<file path="src/rtl/db9_joy_serial_scan.sv">
// DB9 joystick front end: either reflects the middleboard shifter signals or scans
// a 74HC165-style chain itself and presents a latched, polarity-corrected button vector.
module db9_joy_serial_scan #(
    parameter int unsigned NUM_CHANNELS = 2,
    parameter int unsigned BITS_PER_CH  = 12,
    parameter int unsigned CLK_DIV      = 8,
    parameter int unsigned FRAME_GAP    = 256,
    parameter int unsigned ACTIVE_LOW   = 1
) (
    input  logic                                  CLK_50,
    input  logic                                  reset,
    input  logic                                  mode_passthru,
    input  logic                                  XJOY_CLK,
    input  logic                                  XJOY_LOAD,
    output logic                                  XJOY_DATA,
    output logic                                  JOY_CLK,
    output logic                                  JOY_LOAD,
    input  logic                                  JOY_DATA,
    output logic                                  JOY_SELECT,
    output logic [NUM_CHANNELS*BITS_PER_CH-1:0]   joy_out,
    output logic                                  joy_valid
);

    localparam int unsigned TOTAL = NUM_CHANNELS * BITS_PER_CH;
    localparam int unsigned PW    = $clog2(2 * CLK_DIV + 1);
    localparam int unsigned BW    = $clog2(TOTAL + 1);
    localparam int unsigned GW    = $clog2(FRAME_GAP + 1);
    localparam logic        INV   = (ACTIVE_LOW != 0);

    typedef enum logic [2:0] {
        ST_IDLE,
        ST_LOAD,
        ST_SHIFT,
        ST_LATCH,
        ST_GAP
    } state_t;

    state_t             state_q, state_d;
    logic [PW-1:0]      phase_q, phase_d;
    logic [BW-1:0]      bit_q, bit_d;
    logic [GW-1:0]      gap_q, gap_d;
    logic [TOTAL-1:0]   sr_q, sr_d;
    logic [TOTAL-1:0]   joy_out_d;
    logic               clk_q, clk_d;
    logic               load_q, load_d;
    logic               valid_d;
    logic               mode_q;
    logic               sample_c;

    // State, counters, shift register and registered pin drivers
    always_ff @(posedge CLK_50) begin
        if (reset) begin
            state_q   <= ST_IDLE;
            phase_q   <= '0;
            bit_q     <= '0;
            gap_q     <= '0;
            sr_q      <= '0;
            clk_q     <= 1'b0;
            load_q    <= 1'b1;
            mode_q    <= 1'b0;
            joy_out   <= '0;
            joy_valid <= 1'b0;
        end else begin
            state_q   <= state_d;
            phase_q   <= phase_d;
            bit_q     <= bit_d;
            gap_q     <= gap_d;
            sr_q      <= sr_d;
            clk_q     <= clk_d;
            load_q    <= load_d;
            mode_q    <= mode_passthru;
            joy_out   <= joy_out_d;
            joy_valid <= valid_d;
        end
    end

    // Next-state and next-output decode; pin levels follow the state being entered
    always_comb begin
        state_d   = state_q;
        phase_d   = phase_q;
        bit_d     = bit_q;
        gap_d     = gap_q;
        sr_d      = sr_q;
        joy_out_d = joy_out;
        sample_c  = 1'b0;

        unique case (state_q)
            ST_IDLE: begin
                state_d = ST_LOAD;
                phase_d = '0;
            end
            ST_LOAD: begin
                if (phase_q == PW'(2 * CLK_DIV - 1)) begin
                    state_d = ST_SHIFT;
                    phase_d = '0;
                    bit_d   = '0;
                end else begin
                    phase_d = phase_q + PW'(1);
                end
            end
            ST_SHIFT: begin
                // Data is taken on the edge that ends the low phase, before the chain shifts
                sample_c = (phase_q == PW'(CLK_DIV - 1));
                if (phase_q == PW'(2 * CLK_DIV - 1)) begin
                    phase_d = '0;
                    if (bit_q == BW'(TOTAL - 1)) begin
                        state_d = ST_LATCH;
                    end else begin
                        bit_d = bit_q + BW'(1);
                    end
                end else begin
                    phase_d = phase_q + PW'(1);
                end
            end
            ST_LATCH: begin
                state_d = ST_GAP;
                gap_d   = '0;
            end
            ST_GAP: begin
                if (gap_q == GW'(FRAME_GAP - 1)) begin
                    state_d = ST_LOAD;
                    phase_d = '0;
                end else begin
                    gap_d = gap_q + GW'(1);
                end
            end
            default: state_d = ST_IDLE;
        endcase

        // Pass-through parks the scanner and drops any partial frame
        if (mode_q) begin
            state_d  = ST_IDLE;
            sample_c = 1'b0;
        end

        for (int unsigned i = 0; i < TOTAL; i++) begin
            if (sample_c && (bit_q == BW'(TOTAL - 1 - i))) begin
                sr_d[i] = JOY_DATA ^ INV;
            end
        end

        if (state_d == ST_LATCH) begin
            joy_out_d = sr_q;
        end

        clk_d   = (state_d == ST_SHIFT) && (phase_d >= PW'(CLK_DIV));
        load_d  = (state_d != ST_LOAD);
        valid_d = (state_d == ST_LATCH);
    end

    assign JOY_CLK    = mode_q ? XJOY_CLK  : clk_q;
    assign JOY_LOAD   = mode_q ? XJOY_LOAD : load_q;
    assign XJOY_DATA  = mode_q ? JOY_DATA  : 1'b1;
    assign JOY_SELECT = 1'b1;

endmodule
</file>
<file path="config.mk">
export PLATFORM = sky130hd
export DESIGN_NAME = db9_joy_serial_scan
export DESIGN_NICKNAME = d
export VERILOG_FILES = /design/src/rtl/db9_joy_serial_scan.sv
export SDC_FILE = /design/constraint.sdc
export NUM_CORES = 1
export LEC_CHECK = 0
export ABC_CLOCK_PERIOD_IN_PS = 2350
export CORE_MARGIN = 1
export CORE_UTILIZATION = 50
export CTS_BUF_LIST = sky130_fd_sc_hd__clkbuf_16
export DETAILED_ROUTE_END_ITERATION = 10
export HOLD_SLACK_MARGIN = 0.15
export PLACE_DENSITY_LB_ADDON = 0.2
export SETUP_SLACK_MARGIN = 0.4
export SYNTH_ARGS = -nofsm -noshare
export SYNTH_HDL_FRONTEND = slang
export SYNTH_SLANG_ARGS = --single-unit
</file>
<file path="constraint.sdc">
create_clock -name CLK_50 -period 2.35 [get_ports CLK_50]
set_input_delay 0.47 -clock CLK_50 [delete_from_list [all_inputs] [get_ports CLK_50]]
set_output_delay 0.47 -clock CLK_50 [all_outputs]
set_load 0.03 [all_outputs]
</file>
==> impl_metrics.toml <==
[sta]
period_share = 0.884
rsz0062_at_grt = "true"
finalHoldViolCount = 0
setup-tns-final_ns = 0
maxSlewHeadroom = 0.574
setup_viol = 0
fin_skew_ns = 0.00618
fmax_mhz = 481
fin_crit_ns = 2.08
drv_slew = 0
worst_slew_pin_slew_ns = 0.638

[clocking]
clk_pin_slew_ns = 0.06
htree_num_levels = 3
cts_buffers = 9
cts_tree = "built"
cts_hold_buf = 0
cts_root_buf = "clkbuf_16"
ctsLongestPathBuffers = 2
insertion_delay_ns = 0.33
cts.sinks = 74

[status]
status = "finished clean"

[die]
initial_core_util = 0.533
coreArea_mm2 = 0.00606
die-area_mm2 = 0.00678
rows = 28
die_w_um = 82.4
die_h_um = 82.4
io_pins = 35

[run]
drv_cap = 0

[synth]
syn_area_mm2 = 0.00323
ys_ff_latch = 74
yosysTopAreaCellShare = 0.459
yosysMostFrequentCell = "dfxtp_1"
yosysUniqueCellTypes = 47
synth_edf_count = 0
synth.top_cells.by_count = "dfxtp_1, nor2_1, a21oi_1"
synth_ff_type = "dfxtp_1"
synth_area_leaders = "dfxtp_1, mux2i_1, nor2_1"
synth-async-reset-ratio = 0
syn-mean-instance-area_um2 = 9.22
synth_area_leader_cell = "dfxtp_1"
syn-num-nets = 364
yosys_warnings = 0
synthesis.instances = 350
yosysSeqAreaShare = 0.459

[placed_design]
numPortBuffers = 33
gp_congestion = 0.858
placed_cells = 443
hpwl_um = 4340

[detailed_routing]
wl_per_cell_um = 15.5
drt-initial-drc-count = 135
viasPerCell = 5.79
drt_pass1_iterations = 4
drtAntennaViolNets = 0
routed_wl_um = 7430
vias = 2769
route.detailed.drc = 0

[grt]
grt_max_degree = 34
grt_usage = 0.236
antenna_found_initial = 0
grt-ovfl-total = 0
grt_pass1_wl_um = 11800
grt_pass1_vias = 2503

[layout]
drive_gt1_frac = 0.243
fillerInstances = 426
finalNonFillerCells = 478
nNetsFinal = 413
syn_to_final_growth_pct = 34.6
antennaDiodeCount = 0

[power_and_ir_drop]
pwr_density_cell_mw_per_mm2 = 634
ir_drop_mv = 0.401
power_leakage_nw = 1.74

[critical_path]
cp.arrival_ns = 2.31
cp_max_fo = 4
critical_path_class = "reg -> reg"
required_ns = 2.58
cp-end-kind = "flop"
critPathLaunchType = "flop"
regToRegSetupSlack_ns = 0.27

[worst_hold_path]
hold_path_class = "reg -> reg"
-- layout by cell type (no fill, tap or decap), types with 7 or more instances in the layout --
cell type,n
dfxtp_2,9
dfxtp_1,61
nand3_1,7
buf_4,24
clkbuf_16,10
nand2_1,13
mux2i_1,25
inv_1,7
nor2_1,47
clkdlybuf4s50_1,29
a311oi_1,16
a21oi_1,28
-- path summary, 6_finish.rpt --
kind,end,startpoint,cells after the start
worst min-delay path,phase_q[1]$_SDFF_PP0_,phase_q[1]$_SDFF_PP0_,2
worst min register to register,phase_q[1]$_SDFF_PP0_,phase_q[1]$_SDFF_PP0_,2
worst max register to register,sr_q[21]$_SDFFE_PP0P_,state_q[1]$_SDFF_PP0_,6
worst max-delay path,sr_q[21]$_SDFFE_PP0P_,state_q[1]$_SDFF_PP0_,6
-- critical path, cell delays in order, from the launching register on --
cell	delay, ns
dfxtp_4	0.35
or3b_4	0.38
or4b_4	0.54
nor3_4	0.22
buf_4	0.17
a21oi_1	0.05
a311oi_1	0.26
-- what timing repair did --
action                     CTS  global route
setup endpoints to repair   48            53
pin swaps                   18            18
resized for setup           35            36
buffers inserted            10             7
gates cloned                 3             0
-- power by group --
part	total [mW]	internal [mW]	switching (mW)	leakage, nW
Combinational	0.0811	0.0281	0.0529	0.980
Sequential	1.26	1.26	0.00526	0.604
Clock	1.41	0.916	0.497	0.153
Total	2.76	2.20	0.556	1.74
-- per-stage QoR --
| step | instance area, um^2 | hold slack, ns | setup WS (ns) | total power [mW] | util |
|---|---|---|---|---|---|
| 3_5_place_dp | 3630 | 0.473 | 0.138 | 1.37 | 0.599 |
| 3_3_place_gp | 3630 | 0.459 | 0.153 | 1.37 | 0.599 |
| 4_1_cts | 4170 | 0.483 | 0.302 | 2.77 | 0.688 |
| 2_1_floorplan | 3260 | 0.449 | 0.283 | 1.34 | - |
| 5_1_grt | 4340 | 0.506 | 0.205 | 2.84 | 0.717 |
| 6_report | 4340 | 0.482 | 0.272 | 2.76 | 0.717 |
-- sequential cells by signal, indices dropped and copies added (netlist names) --
name,count
bit_q,5
joy_out,24
phase_q,5
mode_q,1
gap_q,9
load_q,1
joy_valid,1
state_q,3
clk_q,1
sr_q,24
-- cells by family (layout without fill, tap and decap cells) --
kind of cell,after synthesis,in the layout,share of synthesized area
AND/OR/NAND/NOR,131,131,0.222
flip-flops,74,74,0.459
AO/OA/AOI/OAI,66,66,0.131
buffers and inverters,33,86,0.0442
multiplexers,28,28,0.0876
XOR/XNOR,9,9,0.0244
adder cells (fa/ha/maj),8,8,0.0310
other,1,1,0.00116
-- metal layers --
layer | GRT usage | part of all wire | vias up
li1 | - | - | 1350
met1 | 0.295 | 0.44 | 1335
met2 | 0.386 | 0.48 | 70
met3 | 0.0440 | 0.045 | 14
met4 | 0.119 | 0.027 | 0
met5 | 0 | 0 | -
-- final cells by class --
type                    count  area (um^2)  area share
inverters                   7         26.3     0.00605
clock buffers               9          225      0.0518
clock inverters             6         82.6      0.0190
repair buffers             64          623       0.143
flip-flops and latches     74         1510       0.347
multi-input cells         243         1790       0.411
well taps                  75         93.8      0.0216
Note: power is estimated with default switching activity, not from simulation.
